===== src/rtl/pipe_ctrl.sv =====
// pipe_ctrl: pipeline control unit for the fetch side.
// Arbitrates EX redirects, ID load-use stalls, EX multicycle stalls and
// data-memory wait into registered jump / hold / flush controls.
// Ports:
//   clk, rst          clock (rising edge), asynchronous active-high reset
//   jump_req_i        redirect request pulse from EX
//   jump_addr_i       redirect target, valid with jump_req_i
//   load_use_i        load-use hazard from ID (one stall cycle)
//   mc_start_i        multicycle op start pulse from EX
//   mc_cycles_i       stall length for mc_start_i (0 = no stall)
//   mem_wait_i        data memory busy (level)
//   jump_en           load jump_addr into the PC this cycle
//   jump_addr         redirect target
//   hold_en           freeze PC and IF/ID
//   flush_en          replace IF/ID contents with a bubble
//   busy_o            controller not idle
module pipe_ctrl #(
  parameter int unsigned FLUSH_CYCLES = 2,
  parameter int unsigned MC_W         = 6,
  parameter int unsigned ADDR_W       = 32
) (
  input  logic              clk,
  input  logic              rst,
  input  logic              jump_req_i,
  input  logic [ADDR_W-1:0] jump_addr_i,
  input  logic              load_use_i,
  input  logic              mc_start_i,
  input  logic [MC_W-1:0]   mc_cycles_i,
  input  logic              mem_wait_i,
  output logic              jump_en,
  output logic [ADDR_W-1:0] jump_addr,
  output logic              hold_en,
  output logic              flush_en,
  output logic              busy_o
);

  // One counter serves both the stall length and the flush length.
  localparam int unsigned CNT_W = (MC_W > 4) ? MC_W : 4;

  typedef enum logic [1:0] {
    IDLE     = 2'd0,
    MC_STALL = 2'd1,
    FLUSH    = 2'd2
  } state_t;

  state_t            state;
  logic [CNT_W-1:0]  cnt;
  logic              hold_r;
  logic              pend;
  logic [ADDR_W-1:0] pend_addr;

  logic              issue;
  logic [ADDR_W-1:0] issue_addr;

  // A jump issues immediately from IDLE/FLUSH; from MC_STALL it waits for
  // the last stall cycle, where a request arriving that very cycle wins
  // over the older pending address.
  always_comb begin
    issue      = 1'b0;
    issue_addr = jump_addr_i;
    case (state)
      IDLE, FLUSH: issue = jump_req_i;
      MC_STALL: begin
        issue      = (cnt == CNT_W'(1)) && (pend || jump_req_i);
        issue_addr = jump_req_i ? jump_addr_i : pend_addr;
      end
      default: issue = 1'b0;
    endcase
  end

  always_ff @(posedge clk or posedge rst) begin
    if (rst) begin
      state     <= IDLE;
      cnt       <= '0;
      hold_r    <= 1'b0;
      pend      <= 1'b0;
      pend_addr <= '0;
      jump_en   <= 1'b0;
      jump_addr <= '0;
      flush_en  <= 1'b0;
    end else begin
      jump_en <= 1'b0;
      hold_r  <= 1'b0;
      if (issue) begin
        state     <= FLUSH;
        cnt       <= CNT_W'(FLUSH_CYCLES);
        jump_en   <= 1'b1;
        jump_addr <= issue_addr;
        flush_en  <= 1'b1;
        pend      <= 1'b0;
      end else begin
        case (state)
          IDLE: begin
            if (mc_start_i && (mc_cycles_i != '0)) begin
              state  <= MC_STALL;
              cnt    <= CNT_W'(mc_cycles_i);
              hold_r <= 1'b1;
            end else if (load_use_i) begin
              hold_r <= 1'b1;
            end
          end
          MC_STALL: begin
            if (jump_req_i) begin
              pend      <= 1'b1;
              pend_addr <= jump_addr_i;
            end
            if (cnt == CNT_W'(1)) begin
              state <= IDLE;
              cnt   <= '0;
            end else begin
              cnt    <= cnt - CNT_W'(1);
              hold_r <= 1'b1;
            end
          end
          FLUSH: begin
            // Bubbles are only consumed while memory lets the pipe advance.
            if (!mem_wait_i) begin
              if (cnt == CNT_W'(1)) begin
                state    <= IDLE;
                cnt      <= '0;
                flush_en <= 1'b0;
              end else begin
                cnt <= cnt - CNT_W'(1);
              end
            end
          end
          default: begin
            state    <= IDLE;
            cnt      <= '0;
            flush_en <= 1'b0;
          end
        endcase
      end
    end
  end

  assign hold_en = hold_r | mem_wait_i;
  assign busy_o  = (state != IDLE);

endmodule


===== config.mk =====
export PLATFORM = sky130hd
export DESIGN_NAME = pipe_ctrl
export DESIGN_NICKNAME = d
export VERILOG_FILES = /design/src/rtl/pipe_ctrl.sv
export SDC_FILE = /design/constraint.sdc
export NUM_CORES = 1
export LEC_CHECK = 0
export BUFFER_PORTS_ARGS = -buffer_cell sky130_fd_sc_hd__buf_2
export CAP_MARGIN = 5
export CORE_ASPECT_RATIO = 2
export CORE_MARGIN = 2
export CORE_UTILIZATION = 54
export CTS_CLUSTER_SIZE = 14
export DETAILED_ROUTE_END_ITERATION = 10
export PLACE_DENSITY = 0.87
export SYNTH_ARGS = -nofsm -noshare
export SYNTH_HDL_FRONTEND = slang
export SYNTH_SLANG_ARGS = --single-unit

===== constraint.sdc =====
create_clock -name clk -period 3.42 [get_ports clk]
set_input_delay 0.684 -clock clk [delete_from_list [all_inputs] [get_ports clk]]
set_output_delay 0.684 -clock clk [all_outputs]
set_load 0.05 [all_outputs]

==> report_table.html, run 1 <==
<table>
<tr><th>Metric</th><th>Value</th></tr>
<tr><th colspan="2">Synthesis</th></tr>
<tr><td>Synth top cells by count</td><td>sky130_fd_sc_hd__dfrtp_1, sky130_fd_sc_hd__a21oi_1, sky130_fd_sc_hd__nor2_1, sky130_fd_sc_hd__mux2_2, sky130_fd_sc_hd__mux2i_1</td></tr>
<tr><td>Cells after Synth</td><td>301</td></tr>
<tr><td>Leading post-synthesis cells by cell area</td><td>sky130_fd_sc_hd__dfrtp_1, sky130_fd_sc_hd__mux2_2, sky130_fd_sc_hd__mux2i_1, sky130_fd_sc_hd__a21oi_1, sky130_fd_sc_hd__nor2_1</td></tr>
<tr><td>Yosys synthesis warning count</td><td>0</td></tr>
<tr><td>Portion of synthesized cell area occupied by the leading cell type</td><td>54.7%</td></tr>
<tr><td>Dominant register cell in the synthesized netlist</td><td>sky130_fd_sc_hd__dfrtp_1</td></tr>
<tr><td>Share of synthesized area occupied by flip-flops and latches</td><td>54.7%</td></tr>
<tr><td>Post-synthesis async set-or-reset flop share</td><td>100%</td></tr>
<tr><td>Count leader, synth</td><td>sky130_fd_sc_hd__dfrtp_1</td></tr>
<tr><td>Post-synthesis sequential element count</td><td>76</td></tr>
<tr><td>Netlist Area Pre-Place</td><td>0.00348 sq mm</td></tr>
<tr><td>Syn_area_per_cell</td><td>11.6 sq um</td></tr>
<tr><td>Number of enable flip-flop cells after synthesis</td><td>0</td></tr>
<tr><td>Net count of the mapped netlist</td><td>351</td></tr>
<tr><td>Unique cell type count in the Yosys netlist</td><td>35</td></tr>
<tr><td>Cell taking the most area after synthesis</td><td>sky130_fd_sc_hd__dfrtp_1</td></tr>
<tr><th colspan="2">Timing</th></tr>
<tr><td>Worst clock skew</td><td>0.00730 ns</td></tr>
<tr><td>RSZ-0062 raised after global routing</td><td>false</td></tr>
<tr><td>Final setup violation count</td><td>0</td></tr>
<tr><td>Setup TNS</td><td>0 ns</td></tr>
<tr><td>Final count of pins violating max slew</td><td>0</td></tr>
<tr><td>Actual transition at the worst max-transition pin</td><td>0.955 ns</td></tr>
<tr><td>Max-Slew Margin vs Limit</td><td>36.2%</td></tr>
<tr><td>Time the final worst path needs with I/O delays and setup</td><td>2.36 ns</td></tr>
<tr><td>Max Clock Freq</td><td>424 MHz</td></tr>
<tr><td>Fraction of the cycle the final worst path needs</td><td>69.0%</td></tr>
<tr><td>Final WS setup</td><td>1.06 ns</td></tr>
<tr><td>Final Hold Violating Endpoints</td><td>0</td></tr>
<tr><th colspan="2">Floorplanning</th></tr>
<tr><td>Placeable core region</td><td>0.00626 sq mm</td></tr>
<tr><td>Floorplan die area</td><td>0.00714 sq mm</td></tr>
<tr><td>Number of top-level pins</td><td>80</td></tr>
<tr><td>Die Span X</td><td>60.8 um</td></tr>
<tr><td>Row Count</td><td>41</td></tr>
<tr><td>Die height</td><td>118 um</td></tr>
<tr><td>Initial cell density of the core</td><td>55.6%</td></tr>
<tr><th colspan="2">Worst setup path</th></tr>
<tr><td>Worst path top cell family by delay</td><td>simple AND/OR/NAND/NOR gates</td></tr>
<tr><td>Slowest cell on crit path</td><td>sky130_fd_sc_hd__nor2_4</td></tr>
<tr><td>Crit path capture type</td><td>flip-flop</td></tr>
<tr><td>Data required time of the worst path</td><td>3.64 ns</td></tr>
<tr><td>Crit-path cells</td><td>inv_1 &gt; ha_1 &gt; nor2_1 &gt; a21oi_1 &gt; nor2_4 &gt; mux2_2</td></tr>
<tr><td>Slowest Stage Delay on Critical Path</td><td>0.72 ns</td></tr>
<tr><td>Startpoint class of the critical path</td><td>flip-flop</td></tr>
<tr><td>Number of cells on the worst reg-to-reg path</td><td>6</td></tr>
<tr><td>Crit-path max FO</td><td>32</td></tr>
<tr><td>Number of buffers and inverters on the critical path</td><td>1</td></tr>
<tr><td>Logic depth of the worst path, buffers included</td><td>6</td></tr>
<tr><td>Category of the most critical setup path</td><td>reg -&gt; reg</td></tr>
<tr><td>Arr. time, crit path</td><td>2.58 ns</td></tr>
<tr><th colspan="2">Detailed routing</th></tr>
<tr><td>Metal3 WL</td><td>310 um</td></tr>
<tr><td>Overall routed net length</td><td>7.73 mm</td></tr>
<tr><td>Via count normalized by instance count</td><td>5.54</td></tr>
<tr><td>Wire length on met2</td><td>4.27 mm</td></tr>
<tr><td>Iteration-0 DRC count of the detailed router</td><td>129</td></tr>
<tr><td>Avg WL per Cell</td><td>16.4 um</td></tr>
<tr><td>Met1 layer wirelength in the final routing</td><td>2.81 mm</td></tr>
<tr><td>Number of remaining DRC errors</td><td>0</td></tr>
<tr><td>Via count</td><td>2610</td></tr>
<tr><td>Detailed Routing Iterations Pass 1</td><td>4</td></tr>
<tr><td>Number of nets still failing antenna checks after routing</td><td>0</td></tr>
<tr><td>Top routing layer used</td><td>met4</td></tr>
<tr><th colspan="2">Cells and area</th></tr>
<tr><td>Share of cells above drive strength 1</td><td>35.8%</td></tr>
<tr><td>Number of diodes added for antenna fixing</td><td>0</td></tr>
<tr><td>Filler cell count in the final layout</td><td>496</td></tr>
<tr><td>Relative area change from synthesis to final layout</td><td>23.3%</td></tr>
<tr><td>Final Net Count</td><td>430</td></tr>
<tr><th colspan="2">CTS</th></tr>
<tr><td>Clk_lat worst skew</td><td>0.33 ns</td></tr>
<tr><td>CTS clock-pin slew for the worst setup and hold paths</td><td>0.06 ns</td></tr>
<tr><td>Library cell used as clock root buffer</td><td>sky130_fd_sc_hd__clkbuf_16</td></tr>
<tr><td>Resized cells post-CTS</td><td>0</td></tr>
<tr><td>Post-CTS Hold Buffers</td><td>0</td></tr>
<tr><td>Longest Clk Path Bufs</td><td>2</td></tr>
<tr><td>Clock sink total</td><td>76</td></tr>
<tr><td>Number of buffers added by the clock tree synthesis step</td><td>9</td></tr>
<tr><td>Clock tree from TritonCTS</td><td>done</td></tr>
<tr><td>Post-CTS repair timing setup buffer count</td><td>0</td></tr>
<tr><td>CTS H-Tree Depth</td><td>3</td></tr>
<tr><th colspan="2">Global route</th></tr>
<tr><td>Final global-route overflow total</td><td>0</td></tr>
<tr><td>Number of antenna violations at the first check in global routing</td><td>0</td></tr>
<tr><td>All-Layer GR Usage</td><td>24.1%</td></tr>
<tr><td>Via count of the first global-routing pass</td><td>2756</td></tr>
<tr><td>Pin count of the biggest net entering global routing</td><td>46</td></tr>
<tr><td>First-pass GRT wire length</td><td>12.7 mm</td></tr>
<tr><th colspan="2">Placement</th></tr>
<tr><td>Count of buffers from port buffering</td><td>79</td></tr>
<tr><td>Placed wire-length estimate</td><td>5.38 mm</td></tr>
<tr><td>Post-place setup slack</td><td>1.06 ns</td></tr>
<tr><td>RD Place Congestion</td><td>0.935</td></tr>
<tr><th colspan="2">Min path</th></tr>
<tr><td>Hold Path Class</td><td>reg -&gt; reg</td></tr>
<tr><td>Worst hold path depth</td><td>1</td></tr>
<tr><th colspan="2">Status</th></tr>
<tr><td>Outcome</td><td>completed</td></tr>
<tr><th colspan="2">Power and ir drop</th></tr>
<tr><td>Leak pwr</td><td>2.30 nW</td></tr>
<tr><td>Total power per unit cell area</td><td>838 mW/mm^2</td></tr>
<tr><td>VDD IR-drop max</td><td>0.000478 V</td></tr>
<tr><th colspan="2">Flow run</th></tr>
<tr><td>Max-capacitance violation count</td><td>0</td></tr>
</table>
## cell type report
class	instances	area (sq um)	area share, %
repair buffers	83	438	10.2
inverters	9	33.8	0.787
well taps	86	108	2.51
flip-flops and latches	76	1900	44.3
clock buffers	11	243	5.66
clock inverters	5	75.1	1.75
multi-input cells	201	1490	34.8
## cells by family (layout without fill, tap and decap cells)
family	count (synthesis)	in the layout	synth area share [%]
and+or+nand+nor	60	60	7.87
AOI/OAI and AO/OA	69	69	12.3
buffers and inverters	24	108	2.91
DFF	76	76	54.7
xor gates and xnor gates	1	1	0.252
muxes	65	65	19.9
adders and majority gates	6	6	2.16
## flip-flops by register name (all words and copies together) (netlist names)
signal / cells
pend_addr: 32
jump_en: 1
state: 2
pend: 1
hold_r: 1
cnt: 6
jump_addr: 32
flush_en: 1
## layer usage
layer  GRT usage [%]  vias up
li1                -     1225
met1            27.5     1268
met2            38.9       88
met3            5.93       29
met4            14.1        0
met5               0        -
## report_power, final
part	leakage, nW	internal (mW)	total (mW)	switching [mW]
clock network	0.159	0.654	0.997	0.343
logic	1.19	0.370	1.37	1.00
registers	0.951	1.09	1.23	0.132
total	2.30	2.12	3.60	1.48
## layout by cell type (no fill, tap or decap), types with 4 or more instances in the layout
| master | instances |
|---|---|
| sky130_fd_sc_hd__nand2_1 | 9 |
| sky130_fd_sc_hd__mux2i_1 | 32 |
| sky130_fd_sc_hd__a21o_1 | 4 |
| sky130_fd_sc_hd__o21ai_0 | 5 |
| sky130_fd_sc_hd__ha_1 | 6 |
| sky130_fd_sc_hd__inv_1 | 8 |
| sky130_fd_sc_hd__buf_2 | 79 |
| sky130_fd_sc_hd__nor2_1 | 38 |
| sky130_fd_sc_hd__dfrtp_1 | 76 |
| sky130_fd_sc_hd__a21oi_1 | 40 |
| sky130_fd_sc_hd__clkbuf_16 | 9 |
| sky130_fd_sc_hd__mux2_2 | 33 |
## through the flow
stage               hold slack, ns  cells  utilization, %  power, mW  cell area [sq um]
global placement             0.468    455            63.5       2.58               3970
detailed placement           0.473    455            63.5       2.61               3970
global route                 0.508    471            68.6       3.76               4290
floorplan                    0.480    301               -       2.25               3480
CTS                          0.488    471            68.6       3.62               4290
finish                       0.487    471            68.6       3.60               4290
## worst register-to-register path, cell delays in order (launching register included)
cell                      delay, ns
sky130_fd_sc_hd__dfrtp_1       0.39
sky130_fd_sc_hd__inv_1         0.08
sky130_fd_sc_hd__ha_1          0.34
sky130_fd_sc_hd__nor2_1        0.14
sky130_fd_sc_hd__a21oi_1       0.11
sky130_fd_sc_hd__nor2_4        0.72
sky130_fd_sc_hd__mux2_2        0.46
## path summary, 6_finish.rpt
kind                                      end  slack, ns     start
worst max-delay path            pend_addr[19]       1.06  state[0]
worst min-delay path                 flush_en       0.49  flush_en
worst max register to register  pend_addr[19]       1.06  state[0]
worst min register to register       flush_en       0.49  flush_en
max in group asynchronous       jump_addr[18]       2.23       rst
min in group asynchronous       pend_addr[11]       0.50       rst
(Power assumes the default switching activity.)
==> run 2, diff against run 1 <==
==> constraint.sdc (replaced) <==
create_clock -name clk -period 2.2 [get_ports clk]
set_input_delay 0.44 -clock clk [delete_from_list [all_inputs] [get_ports clk]]
set_output_delay 0.44 -clock clk [all_outputs]
set_load 0.05 [all_outputs]
==> report_table.html, run 2 (synthesis results as in run 1) <==
<table>
<tr><th>Metric</th><th>Value</th></tr>
<tr><th colspan="2">Status</th></tr>
<tr><td>Outcome</td><td>completed</td></tr>
<tr><th colspan="2">Timing</th></tr>
<tr><td>RSZ-0062 raised after global routing</td><td>true</td></tr>
<tr><td>Fraction of the cycle the final worst path needs</td><td>95.4%</td></tr>
<tr><td>Final count of pins violating max slew</td><td>0</td></tr>
<tr><td>Worst clock skew</td><td>0.00577 ns</td></tr>
<tr><td>Time the final worst path needs with I/O delays and setup</td><td>2.10 ns</td></tr>
<tr><td>Final Hold Violating Endpoints</td><td>0</td></tr>
<tr><td>Actual transition at the worst max-transition pin</td><td>0.570 ns</td></tr>
<tr><td>Hold Slack</td><td>0.202 ns</td></tr>
<tr><td>Final setup violation count</td><td>0</td></tr>
<tr><td>Max Clock Freq</td><td>476 MHz</td></tr>
<tr><td>Max-Slew Margin vs Limit</td><td>61.9%</td></tr>
<tr><th colspan="2">Floorplanning</th></tr>
<tr><td>Placeable core region</td><td>0.00626 sq mm</td></tr>
<tr><td>Number of top-level pins</td><td>80</td></tr>
<tr><td>Die height</td><td>118 um</td></tr>
<tr><td>Row Count</td><td>41</td></tr>
<tr><td>Initial cell density of the core</td><td>55.6%</td></tr>
<tr><td>Die Span X</td><td>60.8 um</td></tr>
<tr><td>Floorplan die area</td><td>0.00714 sq mm</td></tr>
<tr><th colspan="2">Worst setup path</th></tr>
<tr><td>Crit. Startpoint</td><td>cnt[1]</td></tr>
<tr><td>R2r startpoint</td><td>cnt[1]</td></tr>
<tr><td>Crit path to</td><td>jump_addr[21]</td></tr>
<tr><td>Arr. time, crit path</td><td>2.35 ns</td></tr>
<tr><td>Crit path capture type</td><td>flip-flop</td></tr>
<tr><td>Crit-path max FO</td><td>12</td></tr>
<tr><td>Worst reg2reg setup slack</td><td>0.10 ns</td></tr>
<tr><td>Reg2reg end</td><td>jump_addr[21]</td></tr>
<tr><td>Number of cells on the worst reg-to-reg path</td><td>11</td></tr>
<tr><td>Category of the most critical setup path</td><td>reg -&gt; reg</td></tr>
<tr><td>Data required time of the worst path</td><td>2.45 ns</td></tr>
<tr><td>Startpoint class of the critical path</td><td>flip-flop</td></tr>
<tr><th colspan="2">Placement</th></tr>
<tr><td>Total instance count after detailed placement</td><td>470</td></tr>
<tr><td>Count of buffers from port buffering</td><td>79</td></tr>
<tr><td>Placed wire-length estimate</td><td>5.58 mm</td></tr>
<tr><td>RD Place Congestion</td><td>0.991</td></tr>
<tr><th colspan="2">CTS</th></tr>
<tr><td>Longest Clk Path Bufs</td><td>2</td></tr>
<tr><td>Clock tree from TritonCTS</td><td>done</td></tr>
<tr><td>CTS H-Tree Depth</td><td>3</td></tr>
<tr><td>CTS clock-pin slew for the worst setup and hold paths</td><td>0.06 ns</td></tr>
<tr><td>Number of buffers added by the clock tree synthesis step</td><td>9</td></tr>
<tr><td>Post-CTS Hold Buffers</td><td>0</td></tr>
<tr><td>Clk_lat worst skew</td><td>0.33 ns</td></tr>
<tr><td>Library cell used as clock root buffer</td><td>sky130_fd_sc_hd__clkbuf_16</td></tr>
<tr><td>Clock sink total</td><td>76</td></tr>
<tr><th colspan="2">Cells and area</th></tr>
<tr><td>Final Net Count</td><td>454</td></tr>
<tr><td>Regs by FF count</td><td>jump_addr (32), pend_addr (32), cnt (6)</td></tr>
<tr><td>Commonest non-fill, non-tap cell in the layout</td><td>sky130_fd_sc_hd__buf_2</td></tr>
<tr><td>Most used cells in the layout excluding fill and tap cells</td><td>sky130_fd_sc_hd__buf_2, sky130_fd_sc_hd__dfrtp_1, sky130_fd_sc_hd__a21oi_1</td></tr>
<tr><td>Fin util</td><td>72.6%</td></tr>
<tr><td>Share of cells above drive strength 1</td><td>39.8%</td></tr>
<tr><td>Relative area change from synthesis to final layout</td><td>30.6%</td></tr>
<tr><td>Final std cells w/o fill</td><td>494</td></tr>
<tr><th colspan="2">Global route</th></tr>
<tr><td>Number of antenna violations at the first check in global routing</td><td>1</td></tr>
<tr><td>Pin count of the biggest net entering global routing</td><td>77</td></tr>
<tr><td>All-Layer GR Usage</td><td>24.7%</td></tr>
<tr><td>First-pass GRT wire length</td><td>13.0 mm</td></tr>
<tr><td>Via count of the first global-routing pass</td><td>2814</td></tr>
<tr><td>Final global-route overflow total</td><td>0</td></tr>
<tr><th colspan="2">Detailed routing</th></tr>
<tr><td>Avg WL per Cell</td><td>17.4 um</td></tr>
<tr><td>Number of nets still failing antenna checks after routing</td><td>0</td></tr>
<tr><td>Iteration-0 DRC count of the detailed router</td><td>132</td></tr>
<tr><td>Number of remaining DRC errors</td><td>0</td></tr>
<tr><td>Via count normalized by instance count</td><td>5.49</td></tr>
<tr><td>Via count</td><td>2711</td></tr>
<tr><td>Overall routed net length</td><td>8.60 mm</td></tr>
<tr><td>Detailed Routing Iterations Pass 1</td><td>4</td></tr>
<tr><th colspan="2">Power and ir drop</th></tr>
<tr><td>Leak pwr</td><td>2.43 nW</td></tr>
<tr><td>VDD IR-drop max</td><td>0.000908 V</td></tr>
<tr><td>Total power per unit cell area</td><td>1260 mW/mm^2</td></tr>
<tr><th colspan="2">Min path</th></tr>
<tr><td>Hold Path Class</td><td>in -&gt; async</td></tr>
<tr><th colspan="2">Flow run</th></tr>
<tr><td>Max-capacitance violation count</td><td>0</td></tr>
</table>
==> run 2: how the worst min path moves through the flow <==
| stage | start | end | slack, ns |
|---|---|---|---|
| after global placement | flush_en | flush_en | 0.46 |
| final | rst | jump_addr[28] | 0.20 |
| after detailed placement | flush_en | flush_en | 0.46 |
| after global routing | rst | jump_addr[30] | 0.26 |
| after floorplan | pend | pend | 0.48 |
| after CTS | rst | jump_addr[0] | 0.23 |
==> run 2: timing repair <==
action | 4_1_cts | 5_1_grt
gates cloned | 1 | 3
buffers inserted | 2 | 3
pin swaps | 1 | 2
resized for setup | 1 | 4
setup endpoints to repair | 34 | 17
==> run 2: metal layers <==
metal | vias up | global-route usage [%] | part of all wire [%]
li1 | 1274 | - | -
met1 | 1318 | 27.5 | 36
met2 | 94 | 40.6 | 55
met3 | 25 | 5.93 | 4.3
met4 | 0 | 14.7 | 3.9
met5 | - | 0 | 0
==> run 2: through the flow <==
stage | area [sq um] | setup WS [ns] | TNS, ns | power [mW]
after floorplan | 3480 | 0.295 | 0 | 3.50
after global placement | 4120 | -0.00484 | -0.00538 | 4.13
after detailed placement | 4120 | -0.0231 | -0.345 | 4.16
after CTS | 4430 | 0.105 | 0 | 5.63
after global routing | 4540 | -0.00990 | -0.0182 | 6.00
final | 4540 | 0.101 | 0 | 5.73
==> run 2: layout make-up <==
| type | instances | area (sq um) |
|---|---|---|
| Inverter | 9 | 37.5 |
| Fill cell | 484 | 1720 |
| Tap cell | 86 | 108 |
| Clock inverter | 2 | 35.0 |
| Clock buffer | 12 | 256 |
| Antenna cell | 1 | 2.50 |
| Sequential cell | 76 | 1900 |
| Timing Repair Buffer | 106 | 696 |
| Multi-Input combinational cell | 202 | 1510 |
==> run 2: worst max-delay path, stage by stage, from the launching register on <==
cell	delay [ns]
sky130_fd_sc_hd__dfrtp_1	0.38
sky130_fd_sc_hd__inv_2	0.07
sky130_fd_sc_hd__ha_2	0.17
sky130_fd_sc_hd__nor4b_4	0.21
sky130_fd_sc_hd__buf_4	0.17
sky130_fd_sc_hd__a41oi_2	0.10
sky130_fd_sc_hd__buf_4	0.18
sky130_fd_sc_hd__nor3_4	0.24
sky130_fd_sc_hd__buf_6	0.17
sky130_fd_sc_hd__clkbuf_16	0.16
sky130_fd_sc_hd__nor2_1	0.05
sky130_fd_sc_hd__a21oi_1	0.11
==> run 2: power by group <==
part	leakage (nW)	switching, mW	internal, mW
Clock	0.145	0.503	0.924
Sequential	0.951	0.172	1.70
Combinational	1.33	1.67	0.769
==> run 3, diff against run 2 <==
--- a/config.mk
+++ b/config.mk
@@ -6,7 +6,7 @@
 export NUM_CORES = 1
 export LEC_CHECK = 0
 export BUFFER_PORTS_ARGS = -buffer_cell sky130_fd_sc_hd__buf_2
-export CAP_MARGIN = 5
+export CAP_MARGIN = 20
 export CORE_ASPECT_RATIO = 2
 export CORE_MARGIN = 2
 export CORE_UTILIZATION = 54
==> constraint.sdc (replaced) <==
create_clock -name clk -period 2.3 [get_ports clk]
set_input_delay 0.46 -clock clk [delete_from_list [all_inputs] [get_ports clk]]
set_output_delay 0.46 -clock clk [all_outputs]
set_load 0.05 [all_outputs]
==> report_table.html, run 3 (synthesis results as in run 1) <==
<table>
<tr><th>Metric</th><th>Value</th></tr>
<tr><th colspan="2">Cells and area</th></tr>
<tr><td>Relative area change from synthesis to final layout</td><td>26.1%</td></tr>
<tr><td>Final std cell area, no fill</td><td>0.00439 sq mm</td></tr>
<tr><td>Fin util</td><td>70.1%</td></tr>
<tr><td>Filler cell count in the final layout</td><td>499</td></tr>
<tr><td>Commonest non-fill, non-tap cell in the layout</td><td>sky130_fd_sc_hd__buf_2</td></tr>
<tr><td>Number of diodes added for antenna fixing</td><td>0</td></tr>
<tr><td>Final Net Count</td><td>444</td></tr>
<tr><td>Most used cells in the layout excluding fill and tap cells</td><td>sky130_fd_sc_hd__buf_2, sky130_fd_sc_hd__dfrtp_1, sky130_fd_sc_hd__a21oi_1</td></tr>
<tr><td>Regs by FF count</td><td>jump_addr (32), pend_addr (32), cnt (6)</td></tr>
<tr><td>Final std cells w/o fill</td><td>484</td></tr>
<tr><td>Share of cells above drive strength 1</td><td>37.4%</td></tr>
<tr><th colspan="2">Global route</th></tr>
<tr><td>Via count of the first global-routing pass</td><td>2761</td></tr>
<tr><td>All-Layer GR Usage</td><td>24.3%</td></tr>
<tr><td>First-pass GRT wire length</td><td>12.8 mm</td></tr>
<tr><td>Final global-route overflow total</td><td>0</td></tr>
<tr><td>Number of antenna violations at the first check in global routing</td><td>0</td></tr>
<tr><td>Pin count of the biggest net entering global routing</td><td>40</td></tr>
<tr><th colspan="2">Timing</th></tr>
<tr><td>Worst clock skew</td><td>0.00312 ns</td></tr>
<tr><td>Setup TNS</td><td>0 ns</td></tr>
<tr><td>Hold Slack</td><td>0.197 ns</td></tr>
<tr><td>Final count of pins violating max slew</td><td>0</td></tr>
<tr><td>Final setup violation count</td><td>0</td></tr>
<tr><td>Actual transition at the worst max-transition pin</td><td>0.616 ns</td></tr>
<tr><td>Max Clock Freq</td><td>470 MHz</td></tr>
<tr><td>Final WS setup</td><td>0.173 ns</td></tr>
<tr><td>Final Hold Violating Endpoints</td><td>0</td></tr>
<tr><td>RSZ-0062 raised after global routing</td><td>false</td></tr>
<tr><td>Fraction of the cycle the final worst path needs</td><td>92.5%</td></tr>
<tr><td>Max-Slew Margin vs Limit</td><td>58.9%</td></tr>
<tr><td>Time the final worst path needs with I/O delays and setup</td><td>2.13 ns</td></tr>
<tr><th colspan="2">Placement</th></tr>
<tr><td>Post-place setup slack</td><td>0.0399 ns</td></tr>
<tr><td>Count of buffers from port buffering</td><td>79</td></tr>
<tr><td>Total instance count after detailed placement</td><td>467</td></tr>
<tr><td>Placed wire-length estimate</td><td>5.88 mm</td></tr>
<tr><td>Placed cell area</td><td>0.00408 sq mm</td></tr>
<tr><td>RD Place Congestion</td><td>0.946</td></tr>
<tr><th colspan="2">Worst setup path</th></tr>
<tr><td>Data required time of the worst path</td><td>2.52 ns</td></tr>
<tr><td>Crit path capture type</td><td>flip-flop</td></tr>
<tr><td>Startpoint class of the critical path</td><td>flip-flop</td></tr>
<tr><td>Arr. time, crit path</td><td>2.34 ns</td></tr>
<tr><td>Category of the most critical setup path</td><td>reg -&gt; reg</td></tr>
<tr><td>Crit-path max FO</td><td>16</td></tr>
<tr><th colspan="2">CTS</th></tr>
<tr><td>Post-CTS Hold Buffers</td><td>0</td></tr>
<tr><td>Library cell used as clock root buffer</td><td>sky130_fd_sc_hd__clkbuf_16</td></tr>
<tr><td>Number of buffers added by the clock tree synthesis step</td><td>9</td></tr>
<tr><td>Clk_lat worst skew</td><td>0.33 ns</td></tr>
<tr><td>CTS H-Tree Depth</td><td>3</td></tr>
<tr><td>Clock sink total</td><td>76</td></tr>
<tr><td>Clock tree from TritonCTS</td><td>done</td></tr>
<tr><td>Longest Clk Path Bufs</td><td>2</td></tr>
<tr><td>CTS clock-pin slew for the worst setup and hold paths</td><td>0.05 ns</td></tr>
<tr><th colspan="2">Power and ir drop</th></tr>
<tr><td>Sw Ratio</td><td>41.5%</td></tr>
<tr><td>Post-layout total power</td><td>5.29 mW</td></tr>
<tr><td>VDD IR-drop max</td><td>0.000745 V</td></tr>
<tr><td>Logic gate share of total power</td><td>40.2%</td></tr>
<tr><td>Total power per unit cell area</td><td>1200 mW/mm^2</td></tr>
<tr><td>Internal power</td><td>3.09 mW</td></tr>
<tr><td>Power spent charging and discharging nets</td><td>2.19 mW</td></tr>
<tr><td>Flop pwr share</td><td>34.1%</td></tr>
<tr><td>Leak pwr</td><td>2.35 nW</td></tr>
<tr><td>Part of the total power dissipated in the clock network</td><td>25.7%</td></tr>
<tr><th colspan="2">Detailed routing</th></tr>
<tr><td>Detailed Routing Iterations Pass 1</td><td>4</td></tr>
<tr><td>Overall routed net length</td><td>8.05 mm</td></tr>
<tr><td>Number of remaining DRC errors</td><td>0</td></tr>
<tr><td>Number of nets still failing antenna checks after routing</td><td>0</td></tr>
<tr><td>Via count</td><td>2650</td></tr>
<tr><td>Via count normalized by instance count</td><td>5.48</td></tr>
<tr><td>Iteration-0 DRC count of the detailed router</td><td>90</td></tr>
<tr><td>Avg WL per Cell</td><td>16.6 um</td></tr>
<tr><th colspan="2">Flow run</th></tr>
<tr><td>Max-capacitance violation count</td><td>0</td></tr>
<tr><th colspan="2">Status</th></tr>
<tr><td>Outcome</td><td>completed</td></tr>
<tr><th colspan="2">Floorplanning</th></tr>
<tr><td>Initial cell density of the core</td><td>55.6%</td></tr>
<tr><td>Row Count</td><td>41</td></tr>
<tr><td>Die height</td><td>118 um</td></tr>
<tr><td>Floorplan die area</td><td>0.00714 sq mm</td></tr>
<tr><td>Placeable core region</td><td>0.00626 sq mm</td></tr>
<tr><td>Die Span X</td><td>60.8 um</td></tr>
<tr><td>Number of top-level pins</td><td>80</td></tr>
<tr><th colspan="2">Min path</th></tr>
<tr><td>Hold Path Class</td><td>in -&gt; async</td></tr>
</table>
==> run 3: cell types whose count changed in the layout (fill, tap and decap cells not counted), sizes merged <==
cell | before | now
diode | 1 | 0
clkbuf | 15 | 13
buf | 103 | 96
==> run 3: per-layer routing <==
layer	GRT usage [%]	wire, um	up-vias
li1	-	-	1255
met1	26.4	2920	1291
met2	40.5	4460	79
met3	6.37	310	25
met4	13.5	357	0
met5	0	0	-
==> run 3: power groups by stage <==
stage | clock network [mW] | logic (mW) | registers, mW
4_1_cts | 1.40 | 2.12 | 1.80
2_1_floorplan | 0 | 0.771 | 2.58
3_3_place_gp | 0 | 2.09 | 1.81
3_5_place_dp | 0 | 2.12 | 1.82
5_1_grt | 1.44 | 2.28 | 1.84
6_report | 1.36 | 2.13 | 1.80
==> run 3: what timing repair did <==
action / 4_1_cts / 5_1_grt
buffers inserted: 0 / 1
endpoints found under the setup margin: 0 / 44
gates resized for setup: 0 / 2
==> run 3: path summary, 6_finish.rpt <==
check / startpoint / endpoint / slack, ns / cells after the start
worst max-delay path: cnt[1] / pend_addr[20] / 0.17 / 7
worst min-delay path: rst / jump_addr[28] / 0.20 / 2
worst max register to register: cnt[1] / pend_addr[20] / 0.17 / 7
worst min register to register: flush_en / flush_en / 0.48 / 1
max in group asynchronous: rst / jump_addr[16] / 1.51 / 3
min in group clk: jump_addr_i[13] / pend_addr[13] / 0.37 / 2
==> run 3: final cells by class <==
cell class              count  area (sq um)  share of cell area [%]
flip-flops and latches     76          1900                    43.3
repair buffers             96           552                    12.6
multi-input cells         202          1500                    34.3
inverters                   9          37.5                   0.855
clock inverters             2          35.0                   0.798
clock buffers              13           250                    5.70
well taps                  86           108                    2.45
==> run 3: critical path: stages, from the launching register on <==
cell	delay, ns
sky130_fd_sc_hd__dfrtp_1	0.37
sky130_fd_sc_hd__inv_1	0.10
sky130_fd_sc_hd__ha_1	0.18
sky130_fd_sc_hd__nor4b_4	0.29
sky130_fd_sc_hd__nand2_1	0.12
sky130_fd_sc_hd__a21oi_1	0.41
sky130_fd_sc_hd__nor2_4	0.23
sky130_fd_sc_hd__mux2_2	0.32
